===== config.mk =====
export PLATFORM = sky130hd
export DESIGN_NAME = menu_cursor_ctrl
export DESIGN_NICKNAME = d
export VERILOG_FILES = /design/src/rtl/menu_cursor_ctrl.sv
export SDC_FILE = /design/constraint.sdc
export NUM_CORES = 1
export LEC_CHECK = 0
export ABC_AREA = 1
export CAP_MARGIN = 20
export CORE_AREA = 2 2 108 152
export CTS_CLUSTER_SIZE = 24
export DETAILED_ROUTE_END_ITERATION = 8
export DIE_AREA = 0 0 110 154
export REMOVE_ABC_BUFFERS = 1
export SLEW_MARGIN = 5
export SYNTH_ARGS = -nofsm -noshare
export SYNTH_HDL_FRONTEND = slang
export SYNTH_SLANG_ARGS = --single-unit

===== constraint.sdc =====
create_clock -name clk -period 2.3 [get_ports clk]
set_input_delay 0.23 -clock clk [delete_from_list [all_inputs] [get_ports clk]]
set_output_delay 0.23 -clock clk [all_outputs]
set_load 0.005 [all_outputs]

===== src/rtl/menu_cursor_ctrl.sv =====
// Front-panel menu cursor: synchronises and debounces Prev/Next/Okay/Cancel, steps a wrap/saturate cursor with auto-repeat.
// Raw change held steady -> registered pulse/cursor update after DEBOUNCE_CYC+3 clk; no backpressure, every event is acted on.
module menu_cursor_ctrl #(
  parameter int DEBOUNCE_CYC     = 500000,
  parameter int REPEAT_DELAY_CYC = 25000000,
  parameter int REPEAT_RATE_CYC  = 5000000,
  parameter int MAX_INDEX        = 10,
  parameter int IDX_W            = 4,
  parameter int WRAP             = 1,
  parameter int BTN_ACTIVE_LOW   = 1
) (
  input  logic             clk,
  input  logic             rst_n,
  input  logic             en,
  input  logic [3:0]       iButton,
  input  logic             iLoad,
  input  logic [IDX_W-1:0] iLoadIndex,
  output logic [IDX_W-1:0] oCursor_Index,
  output logic             oMoved,
  output logic             oOkay,
  output logic             oCancel
);

  localparam int               DB_W       = (DEBOUNCE_CYC > 1) ? $clog2(DEBOUNCE_CYC) : 1;
  localparam logic [DB_W-1:0]  DB_LAST    = DB_W'(DEBOUNCE_CYC - 1);
  localparam int               RPT_W      = $clog2(REPEAT_DELAY_CYC + 1);
  localparam logic [RPT_W-1:0] RPT_FIRST  = RPT_W'(REPEAT_DELAY_CYC);
  localparam logic [RPT_W-1:0] RPT_RELOAD = RPT_W'(REPEAT_DELAY_CYC - REPEAT_RATE_CYC + 1);
  localparam logic [IDX_W-1:0] IDX_MAX    = IDX_W'(MAX_INDEX);

  logic [3:0]       r_sync1, r_sync2, r_deb, r_deb_d;
  logic [DB_W-1:0]  r_db_cnt [4];
  logic [RPT_W-1:0] r_rpt;
  logic [IDX_W-1:0] r_cursor;
  logic             r_moved, r_okay, r_cancel;

  logic [3:0]       w_synced, w_press;
  logic             w_single, w_tick, w_step_prev, w_step_next;
  logic [IDX_W-1:0] w_cur_nxt;

  // Synchronisers keep running while disabled so a held button is seen when en rises.
  always_ff @(posedge clk or negedge rst_n) begin
    if (!rst_n) begin
      r_sync1 <= '0;
      r_sync2 <= '0;
    end else begin
      r_sync1 <= iButton;
      r_sync2 <= r_sync1;
    end
  end

  assign w_synced = (BTN_ACTIVE_LOW != 0) ? ~r_sync2 : r_sync2;

  always_ff @(posedge clk or negedge rst_n) begin
    if (!rst_n) begin
      r_deb   <= '0;
      r_deb_d <= '0;
      for (int i = 0; i < 4; i++) r_db_cnt[i] <= '0;
    end else if (!en) begin
      r_deb   <= '0;
      r_deb_d <= '0;
      for (int i = 0; i < 4; i++) r_db_cnt[i] <= '0;
    end else begin
      r_deb_d <= r_deb;
      for (int i = 0; i < 4; i++) begin
        if (w_synced[i] == r_deb[i]) begin
          r_db_cnt[i] <= '0;
        end else if (r_db_cnt[i] == DB_LAST) begin
          r_deb[i]    <= ~r_deb[i];
          r_db_cnt[i] <= '0;
        end else begin
          r_db_cnt[i] <= r_db_cnt[i] + 1'b1;
        end
      end
    end
  end

  assign w_press  = r_deb & ~r_deb_d;
  assign w_single = r_deb[0] ^ r_deb[1];

  // Timer holds cycles since the press; after the first repeat it reloads so it revisits RPT_FIRST every rate period.
  always_ff @(posedge clk or negedge rst_n) begin
    if (!rst_n) begin
      r_rpt <= '0;
    end else if (!en || !w_single) begin
      r_rpt <= '0;
    end else if (|w_press[1:0]) begin
      r_rpt <= RPT_W'(1);
    end else if (r_rpt == RPT_FIRST) begin
      r_rpt <= RPT_RELOAD;
    end else begin
      r_rpt <= r_rpt + 1'b1;
    end
  end

  assign w_tick      = w_single & ~(|w_press[1:0]) & (r_rpt == RPT_FIRST);
  assign w_step_prev = r_deb[0] & ~r_deb[1] & (w_press[0] | w_tick);
  assign w_step_next = r_deb[1] & ~r_deb[0] & (w_press[1] | w_tick);

  always_comb begin
    w_cur_nxt = r_cursor;
    if (iLoad) begin
      w_cur_nxt = (iLoadIndex > IDX_MAX) ? IDX_MAX : iLoadIndex;
    end else if (w_step_next) begin
      w_cur_nxt = (r_cursor == IDX_MAX) ? ((WRAP != 0) ? '0 : IDX_MAX) : r_cursor + 1'b1;
    end else if (w_step_prev) begin
      w_cur_nxt = (r_cursor == '0) ? ((WRAP != 0) ? IDX_MAX : '0) : r_cursor - 1'b1;
    end
  end

  always_ff @(posedge clk or negedge rst_n) begin
    if (!rst_n) begin
      r_cursor <= '0;
      r_moved  <= 1'b0;
      r_okay   <= 1'b0;
      r_cancel <= 1'b0;
    end else if (!en) begin
      r_cursor <= '0;
      r_moved  <= 1'b0;
      r_okay   <= 1'b0;
      r_cancel <= 1'b0;
    end else begin
      r_cursor <= w_cur_nxt;
      r_moved  <= (w_cur_nxt != r_cursor);
      r_okay   <= w_press[2] & ~w_press[3];
      r_cancel <= w_press[3];
    end
  end

  assign oCursor_Index = r_cursor;
  assign oMoved        = r_moved;
  assign oOkay         = r_okay;
  assign oCancel       = r_cancel;

endmodule


### Yosys cells after proc, flatten, opt, wreduce, memory -nomap -nowiden

Cells that the tools add are included.

| word-level totals | value |
|---|---|
| bits in registers | 124 |
| output and inout bits | 7 |
| logic and storage cells | 103 |

| cells by class | value |
|---|---|
| $add $sub $neg | 7 |
| $lt $le $gt $ge | 1 |
| eq/ne operators | 19 |
| multiplexer cells | 32 |
| bitwise logic cells | 19 |
| reduce and logical (&&, ||, !) cells | 9 |

Operators by type and width:

| cell | count |
|---|---|
| 19-bit two-way mux | 8 |
| 19-bit by 1-bit adder with 19-bit output, second input constant | 4 |
| 19-bit == test, second input constant | 4 |
| 76-bit two-way mux | 1 |
| 25-bit two-way mux | 3 |
| 4-bit two-way mux | 9 |
| 25-bit by 1-bit adder with 25-bit output, second input constant | 1 |
| 25-bit == test, second input constant | 1 |
| 1-bit two-way mux | 11 |
| 2-bit by 1-bit inequality test with 1-bit output, second input constant | 4 |
| 2-bit inequality test, second input constant | 4 |
| 4-bit inverter | 2 |
| 2-bit AND reduction | 4 |
| 1-bit bitwise AND | 7 |
| 1-bit inverter | 6 |
| 4-bit by 1-bit adder with 4-bit output, second input constant | 1 |
| 4-bit bitwise AND | 1 |
| 1-bit == test | 4 |
| 4-bit == test, second input constant | 1 |
| 4-bit greater-than comparator, second input constant | 1 |
| 4-bit zero test | 1 |
| 4-bit inequality test | 1 |
| 4-bit by 1-bit subtractor with 4-bit output, second input constant | 1 |
| 1-bit zero test | 2 |
| 4 further kinds | 5 |

### Logic depth before layout (Yosys ltp)

Gate-level depths: netlist (run 1).

| depth | value |
|---|---|
| word-level depth | 13 |
| mapped depth | 18 |
| depth with buffers taken out | 18 |

### Worst setup path after synthesis (run 1)

Ideal clock, no wire load.

| timing path | value |
|---|---|
| path type | register to register |
| from | register r_db_cnt[19] (netlist bit) |
| to | register r_db_cnt[35] (netlist bit) |
| arrival | 1.709 ns |
| required time | 2.170 ns |
| setup slack | 0.460 ns |
| stages on the path, launching flop included | 11 |
| path buffers | 0 |
| cell sequence | dfrtp_1 > ha_1 > nand4_1 > nor2_1 > nand3_1 > nor2_1 > nand4_1 > nor3_1 > nand2_1 > nor3_1 > nor3_1 |

| on the way | value |
|---|---|
| word-level cells in the longest chain between the ends | 4 |

RTL lines:

| item | RTL line | RTL |
|---|---|---|
| start: declaration | 32 | `logic [DB_W-1:0] r_db_cnt [4];` |
| start signal: indexed assignment | 72 | `r_db_cnt[i] <= r_db_cnt[i] + 1'b1;` |
| 19-bit by 1-bit adder with 19-bit output or 19-bit == test (tied branches) | 72, 68 |  |
| 19-bit two-way mux * | 68 | `end else if (r_db_cnt[i] == DB_LAST) begin` |
| 19-bit two-way mux * | 66 | `if (w_synced[i] == r_deb[i]) begin` |
| 76-bit two-way mux * | 59 | `end else if (!en) begin` |

Every way passes the cells marked *; elsewhere a longest branch is shown, timed or not.
A chain may end at the register's enable or synchronous reset.

### Worst setup path in the final report (run 1)

| timing path | value |
|---|---|
| from | register r_rpt[0] |
| to | register r_moved, in the netlist oMoved |

| on the way | value |
|---|---|
| word-level cells in the longest chain between the ends | 9 |

RTL lines:

| item | RTL line | RTL |
|---|---|---|
| start: declaration | 33 | `logic [RPT_W-1:0] r_rpt;` |
| start signal: assignment | 92 | `r_rpt <= r_rpt + 1'b1;` |
| 25-bit == test * | 96 | `assign w_tick = w_single & ~(\|w_press[1:0]) & (r_rpt == RPT_FIRST);` |
| 1-bit bitwise AND * | 96 |  |
| 1-bit OR | 97 | `assign w_step_prev = r_deb[0] & ~r_deb[1] & (w_press[0] \| w_tick);` |
| 1-bit bitwise AND | 97 |  |
| 4-bit two-way mux | 106 | `end else if (w_step_prev) begin` |
| 4-bit two-way mux * | 104 | `end else if (w_step_next) begin` |
| 4-bit two-way mux * | 102 | `if (iLoad) begin` |
| 4-bit inequality test * | 124 | `r_moved <= (w_cur_nxt != r_cursor);` |
| 1-bit two-way mux * | 117 | `end else if (!en) begin` |
| end signal: assignment | 124 |  |
| end: declaration | 35 | `logic r_moved, r_okay, r_cancel;` |

Marked as above.

==> qor.yml, run 1 <==
status:
  status: "finished, final reports clean"
placed_design:
  dpl.cell_count: 1014
  io_buffers: 18
  dp_hpwl_mm: 9.12
  place.gp.congestion: 0.816
clock_network:
  cts_made_buffers: 17
  clock_sinks: 124
  clk_pin_slew_worst_paths_ps: 50
  clk_latency_ps: 410
  cts-root-buf: "clkbuf_16"
  tritoncts: "built"
  cts_buffer_depth: 2
  h-tree-depth: 4
sta:
  tightest_slew_ps: 447
  setup_viol: 0
  max-slew-margin-rel_pct: 70.0
  hold_viol: 0
  min_period_ps: 2100
  finClkSkew_ps: 6.57
  post-route-period-util_pct: 91.2
  max_freq_mhz: 477
  drv_slew: 0
floorplan:
  boundaryPins: 19
  die_w_um: 110
  die_h_um: 154
  fp-row-count: 54
  initial_core_util_pct: 41.5
  die-area_um2: 16900
  core-area_um2: 15500
global_routing:
  antenna_found_initial: 0
  grt_pass1_wl_mm: 22.0
  grt_pass1_vias: 4975
  gr-total-overflow: 0
  grt.total_usage_pct: 16.4
  grt_max_degree: 57
worst_hold_path:
  hp-class: "primary input to register"
  hold_path_startpoint: "iButton[0]"
pwr:
  p_switching_mw: 1.13
  p_seq_share_pct: 43.3
  power.density_nw_per_um2: 689
  total_power_mw: 5.22
  leakage_nw: 3.26
  swShare_pct: 21.7
  p_clk_share_pct: 50.5
  internal_power_mw: 4.09
  ir_drop_uv: 416
  p_comb_share_pct: 6.3
flow_run:
  drv_cap: 0
worst_setup_path:
  crit_path_start: "r_rpt[0]"
  crit_type: "register to register"
  cp.required_ps: 2600
  crit_fanout: 5
  startpoint_type: "register"
  crit-reg2reg-launch: "r_rpt[0]"
  end_kind: "register"
  crit_arrival_ps: 2400
synthesis:
  synth_warnings: 0
  ys_ff_latch: 124
  syn_area_per_cell_um2: 8.12
  ys.flop_type: "dfrtp_1"
  synth_cell_types: 39
  synth_cells: 790
  synthArstFlopShare_pct: 100
  ys_seq_area_share_pct: 48.4
  synth_edf_count: 0
  syn_area_um2: 6410
finish:
  register_area_um2: 3100
  n_antenna_cell: 0
  nets: 863
  multi_input_area_um2: 2870
  final_cells: 1046
  area_growth_pct: 18.0
  drive_above_1_share_pct: 9.41
  n_fill_cell: 1487
detailed_routing:
  ant_nets: 0
  avgViaCountPerCell: 4.86
  drcViolationCount: 0
  wl_mm: 12.4
  wl_per_cell_um: 11.9
  initialDrtViolationCount: 170
  first_pass_iters: 4
  vias: 5086
layout make-up:
cell class | count | share of cell area [%]
Multi-Input combinational cell | 544 | 37.9
Clock inverter | 8 | 1.55
Sequential cell | 124 | 41.0
Inverter | 114 | 5.65
Clock buffer | 22 | 6.13
Timing Repair Buffer | 38 | 4.58
Tap cell | 196 | 3.24
critical path, cell delays in order, from the launching register on:
cell and delay [ps]:
dfrtp_1 400, inv_1 90, ha_1 160, nand2_1 50, nor2_1 130, nand2_1 70
nor2_1 160, nand3_2 120, nand2_2 120, nand2_1 110, nand3_1 100, nand2_1 80
nand2_1 90, nand2_1 50, nand2_1 60, nand2_1 50, nor2_1 90, nor2_1 50
flip-flops by register name (all words and copies together), names as in the netlist:
| name | cells |
|---|---|
| r_deb | 4 |
| r_deb_d | 4 |
| r_rpt | 25 |
| oCursor_Index | 4 |
| r_sync2 | 4 |
| oOkay | 1 |
| r_sync1 | 4 |
| r_db_cnt | 76 |
| oMoved | 1 |
| oCancel | 1 |
final timing paths:
path / to / slack, ps / cells past startpoint
setup / recovery: oMoved / 200 / 17
hold / removal: r_sync1[0] / 260 / 1
setup reg to reg: oMoved / 200 / 17
hold reg to reg: r_sync2[2] / 350 / 0
max in group asynchronous: oCursor_Index[1] / 1300 / 3
min in group asynchronous: r_db_cnt[1] / 300 / 2
power groups by stage:
stage	sequential, mW	clock [mW]	combinational (mW)
after global routing	2.26	2.81	0.378
after CTS	2.26	2.70	0.336
after floorplan	2.29	0	0.168
final	2.26	2.63	0.327
after global placement	2.29	0	0.334
after detailed placement	2.29	0	0.334
logic make-up after synthesis:
kind of cell	count (synthesis)	synth area share, %
muxes	1	0.156
xor gates and xnor gates	41	5.60
and+or+nand+nor	432	31.2
adders and majority gates	12	2.34
buffers and inverters	122	7.18
DFF	124	48.4
AOI/OAI and AO/OA	58	5.15
timing repair:
action	4_1_cts	5_1_grt
resized for setup	0	4
setup endpoints to repair	0	4
hold buffers	1	0
setup buffers	0	1
endpoints found under the hold margin	43	0
per-stage QoR:
| stage | util (%) | cell area, µm² | setup TNS, ps | hold WS [ps] | worst slack, ps |
|---|---|---|---|---|---|
| after global routing | 48.9 | 7570 | -5.66 | 254 | -5.66 |
| after detailed placement | 45.0 | 6960 | 0 | 181 | 227 |
| after floorplan | - | 6380 | 0 | -65.6 | 449 |
| final | 48.9 | 7570 | 0 | 257 | 203 |
| after global placement | 45.0 | 6960 | 0 | 186 | 259 |
| after CTS | 48.8 | 7550 | 0 | 237 | 190 |
cells in the final DEF, fill, tap and decap left out, types with 5 or more instances in the layout:
cell type and n:
o21ai_0 11, nand2_1 140, xnor2_1 11, clkbuf_16 17
nand3_1 45, nor3_1 35, ha_1 12, nor4_1 17
dfrtp_1 124, o21a_1 5, nand4_1 15, nand2_2 6
nor2_2 8, xor2_1 30, clkdlybuf4s50_1 17, buf_4 18
nor3b_1 13, nor2_1 129, a21oi_1 30, inv_1 112
cells in the mapped netlist (all sizes together), types with 3 or more instances:
cell type	instances	area (µm²)
clkbuf	6	22.5
nand2	146	563
nand3	48	250
a21oi	30	150
xor2	30	263
inv	114	428
nor4	18	119
or2	7	43.8
o21ai	11	55.1
xnor2	11	96.3
a31oi	4	25.0
nor3b	13	97.6
ha	12	150
dfrtp	124	3100
and3	3	18.8
o21a	5	37.5
nand4	15	93.8
nor3	41	243
a211oi	3	22.5
nor2	137	529
routing by layer:
| layer | track usage (%) | part of all wire (%) |
|---|---|---|
| met1 | 19.3 | 44 |
| met5 | 0 | 0 |
| met2 | 28.4 | 52 |
| met4 | 6.69 | 1.7 |
| met3 | 3.48 | 2.4 |
Note: power is estimated with default switching activity, not from simulation.
==> run 2, diff against run 1 <==
- HOLD_SLACK_MARGIN: unset -> 0.08
==> results of run 2 <==
The final DEF is identical to that of run 1; final timing and power are the same.
==> variant 1: new RTL, config.mk and constraints of run 2 <==
The parameter `WRAP` goes from 1 to 0.
--- a/src/rtl/menu_cursor_ctrl.sv
+++ b/src/rtl/menu_cursor_ctrl.sv
@@ -6,7 +6,7 @@
   parameter int REPEAT_RATE_CYC  = 5000000,
   parameter int MAX_INDEX        = 10,
   parameter int IDX_W            = 4,
-  parameter int WRAP             = 1,
+  parameter int WRAP             = 0,
   parameter int BTN_ACTIVE_LOW   = 1
 ) (
   input  logic             clk,
Check against the original RTL: same outputs for any inputs over 10 cycles, from zero or initial values and one cycle with rst_n low; that may be too few to reach the edited logic, so the function may still have changed.
==> variant 1 against run 2 <==
Global-route usage rose by 0.41 points. Sequential power about the same. Utilization grew 0.097 points. Count of clock-buffer cells in the layout stayed put. Final area rose by 0.20%. First-iteration DRC count grew 16%. Wire length grew 1.7%. Die area unchanged. Sequential cell count unchanged. Area after synthesis increased by 0.74%. Clock skew is 3.4 ps higher. Total power shrank 0.38%. Setup slack better by 88 ps.
==> variant 1: results (changes against run 2) <==
worst_ep_arrival_time_ps: 2310  # was 2400 ps
placed_cell_area_um2: 6977  # was 6955 µm²
worst_r2r_endpoint: "r_rpt[23]$_DFF_PN0_"  # was oMoved$_DFF_PN0_
worstRegToRegCells: 10  # was 17
globalRouteMet2Util: 0.2822  # was 0.2837
dp.cells: 1009  # was 1014
routability_cong: 0.8255  # was 0.8161
filler_cell_count: 1463  # was 1487
max-slew-margin-rel: 0.6640  # was 0.6996
path_max_fanout: 4  # was 5
detailedRoute.firstIterationViolations: 197  # was 170
global_route.usage.total: 0.1678  # was 0.1637
yosysUniqueCellTypes: 37  # was 39
grt_first_pass_wirelength_um: 22400  # was 21960 µm
power.combinational.fraction: 0.065  # was 0.063
seq_area_frac_synth: 0.4802  # was 0.4838
nets: 856  # was 863
buffer_area_frac: 0.04174  # was 0.04579
comb_power_mw: 0.339  # was 0.327 mW
drt_first_pass_iters: 6  # was 4
stdcell_count: 1042  # was 1046
post_route_cells_drive_above_1_share: 0.1040  # was 0.09412
final.hold.worst_slack_ps: 254.9  # was 257.2 ps
leakage_nw: 3.340  # was 3.264 nW
wire_per_inst_um: 12.14  # was 11.89 µm
cts.repair_timing.setup_buffer_count: 0  # unchanged
seq-cell-share: 0.4091  # was 0.4099
via_per_inst: 4.814  # was 4.862
synth_area_per_cell_um2: 8.199  # was 8.119 µm²
dp_worst_setup_slack_ps: 253.7  # was 227.4 ps
clock-skew-final_ps: 10.01  # was 6.573 ps
cellPowerDensity_nw_per_um2: 685.1  # was 689.1 nW/µm²
outcome: "finished clean"  # unchanged
non_clock_buffer_count: 34  # was 38
number_of_antenna_diodes: 0  # unchanged
gr-usage-met3: 0.04281  # was 0.03476
multiInputCombCellCount: 530  # was 544
cts-root-buf: "sky130_fd_sc_hd__clkbuf_16"  # unchanged
layout.clock.cell_area_share: 0.07654  # was 0.07686
nonClockInverterCount: 126  # was 114
first_global_vias: 5060  # was 4975
met1_length_um: 5664  # was 5515 µm
multi_input_comb_area_um2: 2867  # was 2865 µm²
critical_path.reg2reg.startpoint: "r_rpt[2]$_DFF_PN0_"  # was r_rpt[0]$_DFF_PN0_
met3RoutedLength_um: 289  # was 297 µm
synth_adder_area_share: 0.02130  # was 0.02341
dp.final_hpwl_um: 9220  # was 9119 µm
min_path_cells: 1  # unchanged
ys_top_cells_by_area: "sky130_fd_sc_hd__dfrtp_1, sky130_fd_sc_hd__nand2_1, sky130_fd_sc_hd__nor2_1"  # unchanged
groute.layer.met1.usage: 0.2015  # was 0.1929
worst-r2r-setup-slack_ps: 290  # was 200 ps
switching_share: 0.2301  # was 0.2167
sequential_cell_total: 124  # unchanged
multiplexer_share_of_the_synthesized_area: 0.003098  # was 0.001561
yosys-top-cells-count: "sky130_fd_sc_hd__nand2_1, sky130_fd_sc_hd__nor2_1, sky130_fd_sc_hd__dfrtp_1, sky130_fd_sc_hd__inv_1, sky130_fd_sc_hd__nand3_1"  # unchanged
grt_start_max_net_pins: 55  # was 57
vdd_ir_drop_max_v: 0.0004100  # was 0.0004158 V
detailroute.wirelength.met2_um: 6429  # was 6415 µm
-- variant 1: cell types whose count changed in the layout (fill, tap and decap cells not counted), sizes merged, moves of 3 or more --
cell and change:
inv +12, a21oi -3, nand4 +5, or2 -3
nand2 -4, nand3 -4, nor4 -4, nor3 +3
buf -4
-- variant 1: worst max path at each step --
stage	startpoint	to	slack [ps]	cells after the start
finish	r_rpt[2]$_DFF_PN0_	r_rpt[23]$_DFF_PN0_	290	10
global placement	r_db_cnt[57]$_DFF_PN0_	r_db_cnt[65]$_DFF_PN0_	250	10
CTS	r_db_cnt[57]$_DFF_PN0_	r_db_cnt[59]$_DFF_PN0_	220	11
floorplan	r_deb[0]$_DFFE_PN0P_	oMoved$_DFF_PN0_	460	14
detailed placement	r_db_cnt[57]$_DFF_PN0_	r_db_cnt[59]$_DFF_PN0_	250	11
global route	r_rpt[1]$_DFF_PN0_	oMoved$_DFF_PN0_	20	18
==> variant 2: new RTL, config.mk and constraints of run 2 <==
Made on the original files. Make the reset (`rst_n`) synchronous in 4 clocked blocks.
--- a/src/rtl/menu_cursor_ctrl.sv
+++ b/src/rtl/menu_cursor_ctrl.sv
@@ -39,7 +39,7 @@
   logic [IDX_W-1:0] w_cur_nxt;
 
   // Synchronisers keep running while disabled so a held button is seen when en rises.
-  always_ff @(posedge clk or negedge rst_n) begin
+  always_ff @(posedge clk) begin
     if (!rst_n) begin
       r_sync1 <= '0;
       r_sync2 <= '0;
@@ -51,7 +51,7 @@
 
   assign w_synced = (BTN_ACTIVE_LOW != 0) ? ~r_sync2 : r_sync2;
 
-  always_ff @(posedge clk or negedge rst_n) begin
+  always_ff @(posedge clk) begin
     if (!rst_n) begin
       r_deb   <= '0;
       r_deb_d <= '0;
@@ -79,7 +79,7 @@
   assign w_single = r_deb[0] ^ r_deb[1];
 
   // Timer holds cycles since the press; after the first repeat it reloads so it revisits RPT_FIRST every rate period.
-  always_ff @(posedge clk or negedge rst_n) begin
+  always_ff @(posedge clk) begin
     if (!rst_n) begin
       r_rpt <= '0;
     end else if (!en || !w_single) begin
@@ -108,7 +108,7 @@
     end
   end
 
-  always_ff @(posedge clk or negedge rst_n) begin
+  always_ff @(posedge clk) begin
     if (!rst_n) begin
       r_cursor <= '0;
       r_moved  <= 1'b0;
Behaviour: differs if rst_n is asserted again (counterexample within 4 cycles, from zero or initial values and one cycle with rst_n low); with rst_n held inactive, the same outputs for 10 cycles.
==> variant 2 against run 2 <==
Sequential share of layout area down 2.2 points. Setup slack worse by 21 ps. Area after synthesis about the same. Maximum frequency down 0.98%. Sequential cell count unchanged. First-iteration DRC count up 15%. Critical path type unchanged. Final cell count up 6.0%. Highest routed layer unchanged. Global-route usage down 1.0 points. Total power up 3.9%. Combinational power down 23%. Die area unchanged. Final area up 4.1%. Wire length down 3.6%.
==> variant 2: results (changes against run 2) <==
outcome: "finished clean"  # unchanged
dp_worst_setup_slack_ps: 84.58  # was 227.4 ps
yosysUniqueCellTypes: 43  # was 39
via_per_inst: 4.685  # was 4.862
leakage_nw: 3.107  # was 3.264 nW
power.switching_mw: 1.149  # was 1.131 mW
power_frac_seq: 0.449  # was 0.433
worst_r2r_endpoint: "r_db_cnt[0][18]$_SDFFE_PP0P_"  # was oMoved$_DFF_PN0_
filler_cell_count: 1498  # was 1487
worst_setup_path_startpoint: "r_db_cnt[0][0]$_SDFFE_PP0P_"  # was r_rpt[0]$_DFF_PN0_
clock-skew-final_ps: 7.224  # was 6.573 ps
first_global_vias: 4837  # was 4975
worst-r2r-setup-slack_ps: 180  # was 200 ps
met3RoutedLength_um: 378  # was 297 µm
multiInputCombCellCount: 599  # was 544
final.hold.worst_slack_ps: 339.8  # was 257.2 ps
postSynthCellCount: 794  # was 790
seq_area_frac_synth: 0.4755  # was 0.4838
worst_ep_arrival_time_ps: 2420  # was 2400 ps
postLayoutCellArea_um2: 7879  # was 7570 µm²
async_reset_ff_frac: 0  # was 1.000
buffer_area_frac: 0.04192  # was 0.04579
seq_area_um2: 3053  # was 3103 µm²
groute.layer.met1.usage: 0.1907  # was 0.1929
worstRegToRegCells: 11  # was 17
nets: 925  # was 863
total_power_mw: 5.420  # was 5.217 mW
gr-usage-met3: 0.03858  # was 0.03476
grt_first_pass_wirelength_um: 20670  # was 21960 µm
met1_length_um: 5516  # was 5515 µm
sequential_cell_total: 124  # unchanged
nonClockInverterCount: 120  # was 114
post_synth_edffs: 57  # was 0
min_path_cells: 3  # was 1
globalRouteMet2Util: 0.2495  # was 0.2837
grt_start_max_net_pins: 20  # was 57
synth-main-ff-cell: "sky130_fd_sc_hd__dfxtp_1"  # was sky130_fd_sc_hd__dfrtp_1
ys_top_cells_by_area: "sky130_fd_sc_hd__edfxtp_1, sky130_fd_sc_hd__dfxtp_1, sky130_fd_sc_hd__nand2_1"  # was sky130_fd_sc_hd__dfrtp_1, sky130_fd_sc_hd__nand2_1, sky130_fd_sc_hd__nor2_1
setup_slack_ps: 182.1  # was 202.9 ps
global_route.usage.total: 0.1532  # was 0.1637
layout.clock.cell_area_share: 0.07686  # about the same
-- variant 2: worst max-delay path: stages, from the launching register on --
cell                      delay [ps]
sky130_fd_sc_hd__dfxtp_1         350
sky130_fd_sc_hd__ha_2            200
sky130_fd_sc_hd__nand3_2         100
sky130_fd_sc_hd__nor2_4          140
sky130_fd_sc_hd__nand4_2         100
sky130_fd_sc_hd__or2_1           240
sky130_fd_sc_hd__or2_4           260
sky130_fd_sc_hd__nor3_4          190
sky130_fd_sc_hd__nand2_2          90
sky130_fd_sc_hd__nor2_4          110
sky130_fd_sc_hd__and3_2          180
sky130_fd_sc_hd__nor3_2           30
-- variant 2: cells by family after synthesis --
family | count (synthesis) | synth area share
AO/OA/AOI/OAI | 87 | 0.07542
flip-flops | 124 | 0.4755
buffers and inverters | 127 | 0.07503
other | 1 | 0.0005841
AND/OR/NAND/NOR | 418 | 0.3153
XOR/XNOR | 24 | 0.03274
adder cells (fa/ha/maj) | 13 | 0.02534
